==> config.mk <==
export PLATFORM = sky130hd
export DESIGN_NAME = bank_read_controller
export DESIGN_NICKNAME = d
export VERILOG_FILES = /design/src/rtl/drfa_mem_pkg.sv /design/src/rtl/read_latency_counter.sv /design/src/rtl/bank_read_controller.sv
export SDC_FILE = /design/constraint.sdc
export NUM_CORES = 1
export LEC_CHECK = 0
export CAP_MARGIN = 20
export CELL_PAD_IN_SITES_DETAIL_PLACEMENT = 1
export CELL_PAD_IN_SITES_GLOBAL_PLACEMENT = 1
export CORE_MARGIN = 1
export CORE_UTILIZATION = 25
export DETAILED_ROUTE_END_ITERATION = 16
export PLACE_DENSITY_LB_ADDON = 0.1
export SYNTH_ARGS = -nofsm -noshare
export SYNTH_HDL_FRONTEND = slang
export SYNTH_SLANG_ARGS = --single-unit
==> constraint.sdc <==
create_clock -name clk -period 2.3 [get_ports clk]
set_clock_uncertainty 0.05 [all_clocks]
set_input_delay 0.345 -clock clk [delete_from_list [all_inputs] [get_ports clk]]
set_output_delay 0.345 -clock clk [all_outputs]
set_load 0.01 [all_outputs]
==> src/rtl/drfa_mem_pkg.sv <==
// Shared memory-path definitions for the bank selector / bank read controller
// pair: default bank and address widths, the read FSM state type and the
// latency-counter sizing.
package drfa_mem_pkg;

  localparam int DEF_BANK_WIDTH   = 2;
  localparam int DEF_ADDR_WIDTH   = 8;
  localparam int MAX_READ_LATENCY = 4;

  // Wide enough to hold MAX_READ_LATENCY.
  localparam int LAT_CNT_WIDTH = $clog2(MAX_READ_LATENCY + 1);

  typedef enum logic [1:0] {
    ST_IDLE  = 2'd0,
    ST_ISSUE = 2'd1,
    ST_WAIT  = 2'd2,
    ST_RESP  = 2'd3
  } bank_rd_state_t;

endpackage

==> src/rtl/read_latency_counter.sv <==
// Loadable down-counter that times the RAM read latency. The last flag is high
// while the count equals 1, i.e. in the cycle the RAM data is valid.
module read_latency_counter
  import drfa_mem_pkg::*;
(
  input  logic                     clk,
  input  logic                     rst_n,
  input  logic                     load,
  input  logic [LAT_CNT_WIDTH-1:0] load_val,
  input  logic                     dec,
  output logic                     last
);

  logic [LAT_CNT_WIDTH-1:0] count;

  // Load has priority; decrement saturates at zero.
  always_ff @(posedge clk or negedge rst_n) begin
    if (!rst_n) begin
      count <= '0;
    end else if (load) begin
      count <= load_val;
    end else if (dec && (count != '0)) begin
      count <= count - 1'b1;
    end
  end

  assign last = (count == LAT_CNT_WIDTH'(1));

endmodule

==> src/rtl/bank_read_controller.sv <==
// Single-outstanding read controller for the banked data RAM. Latches the bank
// from the selector at request acceptance, issues one RAM read strobe, waits
// READ_LATENCY cycles and presents the word on a valid/ready response channel.
// Optional feature macro: BANK_READ_PARITY_EN adds the rsp_parity output.
//
// state    | meaning
// ---------+------------------------------------------------------------
// ST_IDLE  | ready for a request; latches {bank_sel, req_addr} on accept
// ST_ISSUE | mem_en high for one cycle, latency counter loaded
// ST_WAIT  | counting down; mem_rdata captured when the counter reads 1
// ST_RESP  | rsp_valid high, response held until rsp_ready
module bank_read_controller
  import drfa_mem_pkg::*;
#(
  parameter int DATA_WIDTH   = 8,
  parameter int ADDR_WIDTH   = DEF_ADDR_WIDTH,
  parameter int BANK_WIDTH   = DEF_BANK_WIDTH,
  parameter int READ_LATENCY = 1   // legal range 1..MAX_READ_LATENCY
) (
  input  logic                             clk,
  input  logic                             rst_n,
  input  logic [BANK_WIDTH-1:0]            bank_sel,
  input  logic                             req_valid,
  output logic                             req_ready,
  input  logic [ADDR_WIDTH-1:0]            req_addr,
  output logic                             mem_en,
  output logic [BANK_WIDTH+ADDR_WIDTH-1:0] mem_addr,
  input  logic [DATA_WIDTH-1:0]            mem_rdata,
  output logic                             rsp_valid,
  input  logic                             rsp_ready,
  output logic [DATA_WIDTH-1:0]            rsp_data,
  output logic [BANK_WIDTH-1:0]            rsp_bank
`ifdef BANK_READ_PARITY_EN
  ,
  output logic                             rsp_parity
`endif
);

  bank_rd_state_t state, next_state;

  logic accept;
  logic cnt_load;
  logic cnt_dec;
  logic cnt_last;
  logic capture;

  // State register.
  always_ff @(posedge clk or negedge rst_n) begin
    if (!rst_n) begin
      state <= ST_IDLE;
    end else begin
      state <= next_state;
    end
  end

  // Next-state logic.
  always_comb begin
    next_state = state;
    case (state)
      ST_IDLE:  if (accept)               next_state = ST_ISSUE;
      ST_ISSUE:                           next_state = ST_WAIT;
      ST_WAIT:  if (cnt_last)             next_state = ST_RESP;
      ST_RESP:  if (rsp_ready)            next_state = ST_IDLE;
      default:                            next_state = ST_IDLE;
    endcase
  end

  // Output decode; req_ready is gated by rst_n so it reads 0 throughout reset.
  always_comb begin
    req_ready = 1'b0;
    mem_en    = 1'b0;
    rsp_valid = 1'b0;
    cnt_load  = 1'b0;
    cnt_dec   = 1'b0;
    capture   = 1'b0;
    case (state)
      ST_IDLE:  req_ready = rst_n;
      ST_ISSUE: begin
        mem_en   = 1'b1;
        cnt_load = 1'b1;
      end
      ST_WAIT: begin
        cnt_dec = 1'b1;
        capture = cnt_last;
      end
      ST_RESP:  rsp_valid = 1'b1;
      default: ;
    endcase
  end

  assign accept = req_valid && req_ready;

  read_latency_counter u_lat_cnt (
    .clk      (clk),
    .rst_n    (rst_n),
    .load     (cnt_load),
    .load_val (LAT_CNT_WIDTH'(READ_LATENCY)),
    .dec      (cnt_dec),
    .last     (cnt_last)
  );

  // mem_addr doubles as the latched {bank, addr}; it only changes on accept,
  // so it holds its value outside the strobe cycle and later bank_sel changes
  // cannot reach the in-flight read.
  always_ff @(posedge clk or negedge rst_n) begin
    if (!rst_n) begin
      mem_addr <= '0;
    end else if (accept) begin
      mem_addr <= {bank_sel, req_addr};
    end
  end

  // Response capture in the single cycle the RAM data is valid.
  always_ff @(posedge clk or negedge rst_n) begin
    if (!rst_n) begin
      rsp_data <= '0;
      rsp_bank <= '0;
    end else if (capture) begin
      rsp_data <= mem_rdata;
      rsp_bank <= mem_addr[BANK_WIDTH+ADDR_WIDTH-1:ADDR_WIDTH];
    end
  end

`ifdef BANK_READ_PARITY_EN
  // Parity registered alongside rsp_data so both change together.
  always_ff @(posedge clk or negedge rst_n) begin
    if (!rst_n) begin
      rsp_parity <= 1'b0;
    end else if (capture) begin
      rsp_parity <= ^mem_rdata;
    end
  end
`endif

endmodule

==> flow_metrics.py, run 1 <==
metrics = {
    "synth": {
        "synth_mux_area_frac": 0.244,
        "post_synth_most_frequent_cells": "dfrtp_1, mux2_2, mux2_4",
        "proportion_of_synthesized_flip_flops_having_asynchronous_set_or_reset": 1.00,
        "post_synth_and_or_nand_nor_area_fraction": 0.0742,
        "ys_dominant_reg_cell": "dfrtp_1",
        "synth-compound-area-share": 0.0323,
        "synth_seq_cells": 25,
        "largest_area_contributor_in_the_synthesized_netlist": "dfrtp_1",
        "synth-edff-count": 0,
        "syn_area_um2": 1160,
        "yosysTopAreaCellShare": 0.538,
        "synth_top_cells_by_area": "dfrtp_1, mux2_4, mux2_2, ha_1, inv_1",
        "yosys_warnings": 0,
        "synth_xor_xnor_area_share": 0,
        "post_synth_inst_count": 80,
        "synth_seq_area_share": 0.538,
        "synth_most_common_cell": "dfrtp_1",
        "post_synth_fa_ha_maj_area_fraction": 0.0860,
        "combinational_family_with_the_most_area_after_synthesis": "multiplexers",
        "number_of_distinct_library_cells_after_synthesis": 25,
        "avgSynthCellArea_um2": 14.5,
        "synth_nets": 110,
    },
    "final_layout": {
        "nets": 160,
        "insertedDiodeCount": 0,
        "area.growth.synth_to_final_pct": 48.0,
        "nFillCells": 466,
        "final_layout_size_suffix_gt1_frac": 0.233,
    },
    "grt": {
        "antenna_found_initial": 0,
        "grt_util_all_layers": 0.114,
        "vias_in_the_first_global_route": 873,
        "grt_start_max_net_pins": 22,
        "grt_first_pass_wirelength_um": 4410,
        "grt-ovfl-total": 0,
    },
    "outcome": {
        "status": "finished, final reports clean",
    },
    "timing": {
        "maxSlewHeadroom": 0.588,
        "totalNegativeSetupSlack_ns": 0,
        "finalWorstPathRequiredPeriod_ns": 2.10,
        "number_of_endpoints_with_negative_hold_slack_in_the_final_report": 0,
        "clock.fmax_mhz": 475,
        "min_period_over_period": 0.915,
        "grt_setup_unrepaired": "false",
        "worst_pin_slew_ns": 0.618,
        "timing.final.max_slew_violations": 0,
        "layout_setup_ws_ns": 0.196,
        "setup-violations-final": 0,
    },
    "setup_path": {
        "worstRegToRegCells": 5,
        "cp_max_fo": 4,
        "data_required_time_of_the_critical_path_ns": 1.90,
        "worstReg2RegStart": "state[0]",
        "worstSetupEndpointType": "output pin",
        "crit_type": "reg -> out",
        "reg2reg_slack_ns": 0.39,
        "worst_ep_arrival_time_ns": 1.71,
        "reg2reg_to": "rsp_data[0]",
        "timing.critical_path.from_type": "flop",
    },
    "clock_tree": {
        "cts_hold_buffers": 0,
        "postCtsResizedCells": 0,
        "post_cts.repair.setup_buffers": 0,
        "h-tree-depth": 1,
        "clk_path_buf_depth": 2,
        "cts.sink_count": 25,
        "root_buffer": "clkbuf_8",
        "clock_latency_ns": 0.27,
        "cts_tree": "yes",
        "cts_clock_pin_slew_for_the_worst_setup_and_hold_paths_ns": 0.10,
        "cts_made_buffers": 3,
    },
    "die": {
        "die_height_um": 70.2,
        "core_area_um2": 4410,
        "start_util": 0.264,
        "design.die.area_um2": 4930,
        "die_x_extent_um": 70.2,
        "io-pin-count": 45,
        "row_count": 24,
    },
    "routing": {
        "detailed_routing_iterations_pass_1": 3,
        "drt_drc_violations_left": 0,
        "route.detailed.wl_per_inst_um": 14.0,
        "first_iter_violations": 45,
        "ant_nets": 0,
        "via_per_inst": 4.39,
        "route.final.wire_length_um": 2540,
        "via_count": 795,
    },
    "power_and_ir_drop": {
        "cellLeakagePower_uw": 0.000772,
        "pwr_density_cell_nw_per_um2": 1330,
        "irDropWorstVdd_uv": 450,
    },
    "place": {
        "gpl.final_weighted_congestion": 0.716,
        "pre_cts_slack_ns": 0.252,
        "portBuffers": 44,
        "dp_hpwl_um": 1960,
    },
    "job": {
        "drv_cap": 0,
    },
    "min_path": {
        "worst_min_delay_path_category": "in -> async",
    },
}
where the power goes:
part / leakage (uW) / switching (uW) / internal (uW)
clock network: 0.0000217 / 146 / 123
logic: 0.000452 / 458 / 773
registers: 0.000298 / 134 / 662
through the flow:
step / instance area [um^2] / util / instances / hold WS (ns) / power, uW
floorplan: 1160 / - / 80 / -0.000591 / 1490
global placement: 1670 / 0.379 / 177 / 0.437 / 2020
detailed placement: 1670 / 0.379 / 177 / 0.442 / 2060
CTS: 1720 / 0.390 / 181 / 0.439 / 2350
global route: 1720 / 0.390 / 181 / 0.458 / 2480
finish: 1720 / 0.390 / 181 / 0.436 / 2300
worst max-delay path, stage by stage, from the launching register on:
cell             delay, ns
dfrtp_1               0.44
inv_1                 0.12
ha_1                  0.17
and2_1                0.16
clkdlybuf4s50_1       0.55
placed cells by master, fill, tap and decap left out:
cell             count
a211oi_1             1
a21boi_0             1
a21oi_1              1
and2_1               1
and2b_2              1
buf_4                2
clkbuf_8             3
clkdlybuf4s50_1     44
clkinvlp_4           1
dfrtp_1             25
ha_1                 8
inv_1                4
inv_2                1
mux2_1               1
mux2_2              10
mux2_4              10
mux2i_1              1
nand2_1              1
nand2_2              1
nand2b_4             1
nand3b_1             1
nor2_1               2
nor2b_1              1
o21a_1               1
o21ai_0              2
or2_1                1
or3_1                2
or4_1                1
cell families after synthesis:
logic type                 after synthesis
AOI/OAI and AO/OA                        6
adders and majority gates                8
buffers and inverters                    6
DFF                                     25
muxes                                   22
and+or+nand+nor                         13
flip-flops by register name, summed over array words and instances (netlist names):
register and flops:
mem_addr 10, rsp_bank 2, rsp_data 8, state 2
u_lat_cnt.count 3
layout make-up:
| type | count | area [um^2] | share of cell area |
|---|---|---|---|
| multi-input cells | 49 | 508 | 0.295 |
| clock inverters | 1 | 7.51 | 0.00436 |
| repair buffers | 46 | 455 | 0.265 |
| well taps | 52 | 65.1 | 0.0378 |
| flip-flops and latches | 25 | 626 | 0.363 |
| inverters | 5 | 18.8 | 0.0109 |
| clock buffers | 3 | 41.3 | 0.0240 |
per-layer routing:
layer  global-route usage  vias to the layer above  share of wire
met3               0.0361                        2          0.058
met4               0.0267                        0         0.0075
li1                     -                      369              -
met1                0.152                      398           0.45
met2                0.179                       26           0.49
met5                    0                        -              0
how the worst max path moves through the flow:
| stage | from | to | slack [ns] | cells past startpoint |
|---|---|---|---|---|
| global route | state[0] | req_ready | 0.07 | 4 |
| floorplan | state[0] | rsp_bank[0] | 0.72 | 6 |
| global placement | rst_n | req_ready | 0.24 | 3 |
| finish | state[0] | req_ready | 0.20 | 4 |
| CTS | state[0] | req_ready | 0.19 | 4 |
| detailed placement | rst_n | req_ready | 0.25 | 3 |
(Power assumes the default switching activity.)
==> inputs of run 2 (changes only) <==
- ABC_AREA: not set -> 1
==> run 2 against run 1 <==
  * Count of clock-buffer cells in the layout did not move
  * Register-to-register slack better by 0.42 ns
  * Utilization shrank 1.3 points
  * Setup slack worse by 0.036 ns
  * Combinational power about the same
  * Critical path depth grew 1
  * Critical endpoint unchanged
  * Largest cell class unchanged
  * Largest power group unchanged
==> flow_metrics.py, run 2 <==
metrics = {
    "outcome": {
        "status": "finished, final reports clean",
    },
    "final_layout": {
        "largest_registers": "mem_addr x10, rsp_data x8, u_lat_cnt.count x3",
        "register_name_with_the_most_flops": "mem_addr",
        "final_layout_size_suffix_gt1_frac": 0.134,
        "nFillCells": 550,
        "insertedDiodeCount": 0,
        "register_area_um2": 626,
        "layout_commonest_cell": "clkdlybuf4s50_1",
        "final_cell_mix": "clkdlybuf4s50_1, nand2_1, dfrtp_1",
        "multi_input_area_um2": 493,
        "layoutNonFillerInstCount": 246,
        "nets": 210,
        "area.growth.synth_to_final_pct": 45.6,
        "largest_register_ff_count": 10,
    },
    "place": {
        "gpl.final_weighted_congestion": 0.692,
        "portBuffers": 44,
        "dp_hpwl_um": 2290,
        "instance_count_after_placement_with_tap_cells_included": 242,
    },
    "routing": {
        "first_iter_violations": 41,
        "route.detailed.wl_per_inst_um": 12.0,
        "detailed_routing_iterations_pass_1": 4,
        "route.final.wire_length_um": 2950,
        "ant_nets": 0,
        "via_per_inst": 4.09,
        "drt_drc_violations_left": 0,
        "via_count": 1005,
    },
    "synth": {
        "synth_top_cells_by_area": "dfrtp_1, nand2_1, ha_1, o21ai_2, nand3_1",
        "synth_seq_cells": 25,
        "synth_nets": 162,
        "ys_dominant_reg_cell": "dfrtp_1",
        "synth_xor_xnor_area_share": 0.00715,
        "combinational_family_with_the_most_area_after_synthesis": "simple AND/OR/NAND/NOR gates",
        "synth_most_common_cell": "nand2_1",
        "largest_area_contributor_in_the_synthesized_netlist": "dfrtp_1",
        "synth-compound-area-share": 0.0858,
        "avgSynthCellArea_um2": 9.28,
        "proportion_of_synthesized_flip_flops_having_asynchronous_set_or_reset": 1.00,
        "post_synth_inst_count": 132,
        "post_synth_and_or_nand_nor_area_fraction": 0.226,
        "number_of_distinct_library_cells_after_synthesis": 17,
        "syn_area_um2": 1220,
        "synth_mux_area_frac": 0,
        "post_synth_fa_ha_maj_area_fraction": 0.0817,
        "synth-edff-count": 0,
        "post_synth_most_frequent_cells": "nand2_1, dfrtp_1, inv_1",
        "synth_seq_area_share": 0.511,
        "yosys_warnings": 0,
        "yosysTopAreaCellShare": 0.511,
    },
    "clock_tree": {
        "cts_hold_buffers": 0,
        "cts_tree": "yes",
        "cts.sink_count": 25,
        "clock_latency_ns": 0.26,
        "cts_clock_pin_slew_for_the_worst_setup_and_hold_paths_ns": 0.09,
        "root_buffer": "clkbuf_8",
        "postCtsResizedCells": 0,
        "post_cts.repair.setup_buffers": 0,
        "clk_path_buf_depth": 2,
        "cts_made_buffers": 3,
        "h-tree-depth": 1,
    },
    "power_and_ir_drop": {
        "pwr_density_cell_nw_per_um2": 1280,
        "cellLeakagePower_uw": 0.000875,
        "irDropWorstVdd_uv": 373,
    },
    "die": {
        "start_util": 0.259,
        "die_x_extent_um": 72.0,
        "die_height_um": 72.0,
        "io-pin-count": 45,
        "core_area_um2": 4720,
        "row_count": 25,
        "design.die.area_um2": 5180,
    },
    "grt": {
        "antenna_found_initial": 0,
        "grt_first_pass_wirelength_um": 5260,
        "vias_in_the_first_global_route": 1107,
        "grt_util_all_layers": 0.129,
        "grt_start_max_net_pins": 27,
        "grt-ovfl-total": 0,
    },
    "setup_path": {
        "worst_ep_arrival_time_ns": 1.74,
        "worstSetupEndpointType": "output pin",
        "data_required_time_of_the_critical_path_ns": 1.90,
        "timing.critical_path.from_type": "flop",
        "cp_max_fo": 4,
        "crit_type": "reg -> out",
    },
    "timing": {
        "timing.final.max_slew_violations": 0,
        "setup-violations-final": 0,
        "clock.fmax_mhz": 467,
        "grt_setup_unrepaired": "false",
        "finalWorstPathRequiredPeriod_ns": 2.14,
        "number_of_endpoints_with_negative_hold_slack_in_the_final_report": 0,
        "maxSlewHeadroom": 0.740,
        "worst_pin_slew_ns": 0.389,
        "min_period_over_period": 0.930,
        "totalNegativeSetupSlack_ns": 0,
    },
    "min_path": {
        "worst_min_delay_path_category": "in -> async",
    },
    "job": {
        "drv_cap": 0,
    },
}
## run 2: cell types whose count changed after synthesis, sizes merged, moves of 3 or more
cell	before	now
nand3	0	14
inv	5	18
buf	1	4
mux2	21	0
nand2	2	42
o21ai	2	10
## run 2: metal layers
layer	track usage	wire [um]	up-vias
li1	-	-	500
met1	0.183	1450	473
met2	0.206	1350	30
met3	0.0181	133	2
met4	0.0392	25	0
met5	0	0	-
## run 2: metrics by stage
| step | hold slack (ns) | util | cell area, um^2 | power (uW) | worst slack [ns] |
|---|---|---|---|---|---|
| after detailed placement | 0.422 | 0.367 | 1730 | 2050 | 0.303 |
| final | 0.441 | 0.377 | 1780 | 2280 | 0.160 |
| after global placement | 0.418 | 0.367 | 1730 | 2000 | 0.342 |
| after CTS | 0.444 | 0.377 | 1780 | 2310 | 0.0552 |
| after global routing | 0.462 | 0.377 | 1780 | 2490 | 0.0232 |
| after floorplan | -0.000591 | - | 1220 | 1460 | 0.942 |
## run 2: final timing paths
kind / start / end / slack, ns / cells past startpoint
worst max-delay path: state[0] / req_ready / 0.16 / 5
worst min-delay path: rst_n / rsp_data[4] / 0.44 / 2
worst max register to register: state[0] / state[1] / 0.81 / 7
worst min register to register: rsp_data[1] / rsp_data[1] / 0.44 / 2
max in group asynchronous: rst_n / mem_addr[6] / 1.50 / 2
min in group clk: rsp_data[1] / rsp_data[1] / 0.44 / 2
## run 2: worst max-delay path, stage by stage (launching register included)
cell	delay (ns)
dfrtp_1	0.43
inv_1	0.13
ha_2	0.26
nand2_1	0.07
clkinv_1	0.07
clkdlybuf4s50_1	0.53
## run 2: area by class of cell
class                           count  share of cell area
Multi-Input combinational cell     84               0.276
Clock inverter                      1             0.00281
Clock buffer                        3              0.0232
Sequential cell                    25               0.351
Timing Repair Buffer               47               0.260
Tap cell                           67              0.0470
Inverter                           19              0.0400
## run 2: logic make-up after synthesis
| kind of cell | after synthesis |
|---|---|
| AND/OR/NAND/NOR | 63 |
| flip-flops | 25 |
| buffers and inverters | 23 |
| AO/OA/AOI/OAI | 12 |
| adder cells (fa/ha/maj) | 8 |
| XOR/XNOR | 1 |
## run 2: power by group
part	internal, uW	leakage, uW	switching (uW)	total, uW
Combinational	618	0.000544	612	1230
Clock	121	0.0000255	138	259
Sequential	654	0.000306	138	791
Total	1390	0.000875	888	2280
==> inputs of run 3 (changes only) <==
- clock period: 2.3 -> 2.6 ns (I/O delays scaled with it)
==> run 3 against run 2 <==
  * Clock power shrank 14%
  * Critical path type unchanged
  * Count of clock-buffer cells in the layout did not move
  * Register-to-register slack better by 0.22 ns
  * Power fell by 12%
  * Setup slack better by 0.22 ns
==> flow_metrics.py, run 3 (synthesis gave the netlist of run 2 again) <==
metrics = {
    "setup_path": {
        "data_required_time_of_the_critical_path_ns": 2.16,
        "worstRegToRegCells": 7,
        "worst-path-buf-inv": 3,
        "critical-path-max-stage-delay_ns": 0.53,
        "worstPathCellList": "inv_1 -> ha_1 -> nand2_1 -> clkinv_1 -> clkdlybuf4s50_1",
        "worst_ep_arrival_time_ns": 1.78,
        "cpLargestDelayFamily": "buffers and inverters",
        "timing.critical_path.from_type": "flop",
        "crit_type": "reg -> out",
        "cp_num_cells": 5,
        "cp_max_fo": 4,
        "worstSetupEndpointType": "output pin",
        "critical-path-slowest-cell": "clkdlybuf4s50_1",
    },
    "die": {
        "start_util": 0.259,
        "design.die.area_um2": 5180,
        "row_count": 25,
        "io-pin-count": 45,
        "die_x_extent_um": 72.0,
        "die_height_um": 72.0,
        "core_area_um2": 4720,
    },
    "routing": {
        "first_iter_violations": 37,
        "via_per_inst": 4.06,
        "route.detailed.wl_per_inst_um": 11.7,
        "via_count": 999,
        "detailed_routing_iterations_pass_1": 4,
        "route.final.wire_length_um": 2890,
        "ant_nets": 0,
        "drt_drc_violations_left": 0,
    },
    "clock_tree": {
        "postCtsResizedCells": 0,
        "cts_made_buffers": 3,
        "cts_clock_pin_slew_for_the_worst_setup_and_hold_paths_ns": 0.08,
        "cts.sink_count": 25,
        "post_cts.repair.setup_buffers": 0,
        "cts_hold_buffers": 0,
        "root_buffer": "clkbuf_8",
        "cts_tree": "yes",
        "h-tree-depth": 1,
        "clk_path_buf_depth": 2,
        "clock_latency_ns": 0.26,
    },
    "power_and_ir_drop": {
        "sw_share": 0.387,
        "clock_share_of_power": 0.111,
        "cellLeakagePower_uw": 0.000876,
        "pwr_density_cell_nw_per_um2": 1120,
        "power.share.combinational": 0.537,
        "power.switching_uw": 776,
        "fin_total_pwr_uw": 2000,
        "p_seq_frac": 0.352,
        "power_report.internal_total_uw": 1230,
        "irDropWorstVdd_uv": 347,
    },
    "timing": {
        "maxSlewHeadroom": 0.731,
        "finalWorstPathRequiredPeriod_ns": 2.22,
        "worst_pin_slew_ns": 0.402,
        "fin_worst_hold_slack_ns": 0.440,
        "clock.fmax_mhz": 451,
        "timing.final.max_slew_violations": 0,
        "number_of_endpoints_with_negative_hold_slack_in_the_final_report": 0,
        "totalNegativeSetupSlack_ns": 0,
        "setup-violations-final": 0,
        "min_period_over_period": 0.853,
        "grt_setup_unrepaired": "false",
    },
    "grt": {
        "grt-ovfl-total": 0,
        "antenna_found_initial": 0,
        "grt_start_max_net_pins": 27,
        "grt_first_pass_wirelength_um": 4870,
        "vias_in_the_first_global_route": 1032,
        "grt_util_all_layers": 0.121,
    },
    "final_layout": {
        "area.growth.synth_to_final_pct": 45.4,
        "nets": 210,
        "register_name_with_the_most_flops": "mem_addr",
        "multi_input_area_um2": 490,
        "layout_commonest_cell": "clkdlybuf4s50_1",
        "final_cell_mix": "clkdlybuf4s50_1, nand2_1, dfrtp_1",
        "finish.instance_area_um2": 1780,
        "final_layout_size_suffix_gt1_frac": 0.128,
        "insertedDiodeCount": 0,
        "largest_register_ff_count": 10,
        "register_area_um2": 626,
        "largest_registers": "mem_addr x10, rsp_data x8, u_lat_cnt.count x3",
        "nFillCells": 556,
    },
    "place": {
        "placedInstanceArea_um2": 1730,
        "dp_hpwl_um": 2260,
        "portBuffers": 44,
        "gpl.final_weighted_congestion": 0.734,
    },
    "min_path": {
        "worst_min_delay_path_category": "reg -> reg",
        "number_of_cells_traversed_by_the_worst_hold_path": 2,
    },
    "outcome": {
        "status": "finished, final reports clean",
    },
    "job": {
        "drv_cap": 0,
    },
}
[run 3: cell counts in the layout (fill, tap and decap cells not counted)]
No cell type changed its count.
[run 3: power groups by stage]
stage	Clock [uW]	Combinational [uW]	Sequential (uW)
3_5_place_dp	0	1100	711
2_1_floorplan	0	536	757
5_1_grt	251	1200	729
4_1_cts	232	1100	705
3_3_place_gp	0	1060	706
6_report	223	1080	704
[run 3: layout make-up]
class | count | share of cell area
Clock buffer | 3 | 0.0232
Clock inverter | 1 | 0.00281
Inverter | 19 | 0.0401
Multi-Input combinational cell | 84 | 0.275
Sequential cell | 25 | 0.351
Tap cell | 67 | 0.0471
Timing Repair Buffer | 47 | 0.260
[run 3: worst paths after layout]
| check | startpoint | end | slack (ns) |
|---|---|---|---|
| setup / recovery | state[0] | req_ready | 0.38 |
| hold / removal | rsp_data[6] | rsp_data[6] | 0.44 |
| min in group asynchronous | rst_n | mem_addr[4] | 0.53 |
| setup reg to reg | state[0] | state[0] | 1.03 |
| max in group asynchronous | rst_n | state[1] | 1.71 |
| hold reg to reg | rsp_data[6] | rsp_data[6] | 0.44 |
[run 3: routing by layer]
metal	GRT usage	vias up	part of all wire
met5	0	-	0
met4	0.0327	0	0.0052
met3	0.0181	2	0.053
met2	0.205	30	0.46
met1	0.161	466	0.49
li1	-	501	-
[run 3: worst min-delay path, delay by kind of cell, from the launching register on]
kind	cells	cell delay (ns)
DFF	1	0.35
and+or+nand+nor	1	0.06
AOI/OAI and AO/OA	1	0.05
[run 3: per-stage QoR]
step | util | instances | setup slack (ns)
after CTS | 0.377 | 246 | 0.328
after floorplan | - | 132 | 1.20
final | 0.377 | 246 | 0.382
after detailed placement | 0.367 | 242 | 0.528
after global routing | 0.377 | 246 | 0.252
after global placement | 0.367 | 242 | 0.562
==> RTL edit (config.mk and constraints of run 2) <==
Change the parameter `DATA_WIDTH` from 8 to 6.
--- a/src/rtl/bank_read_controller.sv
+++ b/src/rtl/bank_read_controller.sv
@@ -12,7 +12,7 @@
 module bank_read_controller
   import drfa_mem_pkg::*;
 #(
-  parameter int DATA_WIDTH   = 8,
+  parameter int DATA_WIDTH   = 6,
   parameter int ADDR_WIDTH   = DEF_ADDR_WIDTH,
   parameter int BANK_WIDTH   = DEF_BANK_WIDTH,
   parameter int READ_LATENCY = 1   // legal range 1..MAX_READ_LATENCY
Ports: changed (resized mem_rdata and rsp_data); port bits go from 45 to 41. The function was not compared with the original's and may differ.
==> RTL edit against run 2 <==
Design area down 7.1%. Critical path depth unchanged. Sequential share of layout area down 0.34 points. Synthesized area decreased by 5.8%. Combinational power decreased by 7%. Sequential cell count fell by 2. Hold slack is essentially flat. Worst setup slack hardly changed. Total power down 6.4%. Wire length down 8.8%. Non-clock buffer count fell by 4. Largest power group unchanged.
==> RTL edit: results (changes against run 2) <==
[final_layout]
largestRegisters=mem_addr x10, rsp_data x6, u_lat_cnt.count x3
register_area_um2=576  ; -8.0%
fillers=509  ; -7.5%
fin_nets=196  ; -6.7%
inverters=17  ; -2
multi_input_area_um2=483  ; -2.0%
nonClkBufAreaFrac=0.255  ; -0.00436
drive_gt1_frac=0.150  ; +0.0156
nNonClkBuffers=43  ; -8.5%
multi_input_gates=80  ; -4.8%

[power_and_ir_drop]
pwr-share-seq=0.340  ; -0.007
pwr-share-comb=0.541  ; +0.002
leakagePower_nw=0.813  ; -7.0%
p_comb_mw=1.15  ; -7%
p_switching_mw=0.835  ; -5.9%
ir_drop_uv=439  ; +18%

[min_path]
hp-class=register to register

[logic_synthesis]
synthXorXnorAreaFrac=0.00759  ; +0.000442
syn_area_per_cell_um2=9.38  ; +1.1%
synth-adder-area-share=0.0868  ; +0.00505
ys_seq_area_frac=0.499  ; -0.0118
syn-num-nets=151  ; -6.8%
ys_ff_latch=23  ; -8.0%
synth_cell_types=16  ; -1

[routing]
wl_per_cell_um=12.3  ; +2.5%
wl_met2_um=1330  ; -1.1%
wirelength_um=2690  ; -8.8%
wl_met1_um=1190  ; -18%
wl_met3_um=162  ; +22%
drt-vias-per-instance=4.32  ; +5.6%

[global_route]
globalRouteTotalUtil=0.125  ; -0.00388
use_met1=0.161  ; -0.0222
grt_use_met2=0.207  ; +0.000766
first_global_vias=1050  ; -5.1%
grt_first_pass_wirelength_um=4950  ; -6.0%

[sta]
worst_pin_slew_ns=0.330  ; -0.0597 ns
whs_ns=0.441  ; -0.0000680 ns

[floorplan]
coreArea_mm2=0.00438  ; -7.2%

[placed_design]
dpl-instance-area_mm2=0.00161  ; -7.3%
post-place-ws_ns=0.272  ; -0.0303 ns

[run_status]
outcome=complete, no violations

==> RTL edit: worst paths after layout <==
check / startpoint / to
max: state[0] / req_ready
min: mem_addr[6] / mem_addr[6]
max reg2reg: state[0] / state[0]
min reg2reg: mem_addr[6] / mem_addr[6]
max in group asynchronous: rst_n / mem_addr[9]
min in group asynchronous: rst_n / state[1]
==> RTL edit: worst reg2reg max path, stage by stage (launching register included) <==
cell,delay (ns)
dfrtp_1,0.43
inv_1,0.14
ha_2,0.24
nand3_4,0.17
nand2_2,0.13
nand3_1,0.10
nand2_1,0.08
nand2_1,0.04
==> RTL edit: kinds of logic after synthesis <==
| logic type | count (synthesis) |
|---|---|
| AND/OR/NAND/NOR | 61 |
| flip-flops | 23 |
| buffers and inverters | 20 |
| AO/OA/AOI/OAI | 10 |
| adder cells (fa/ha/maj) | 8 |
| XOR/XNOR | 1 |
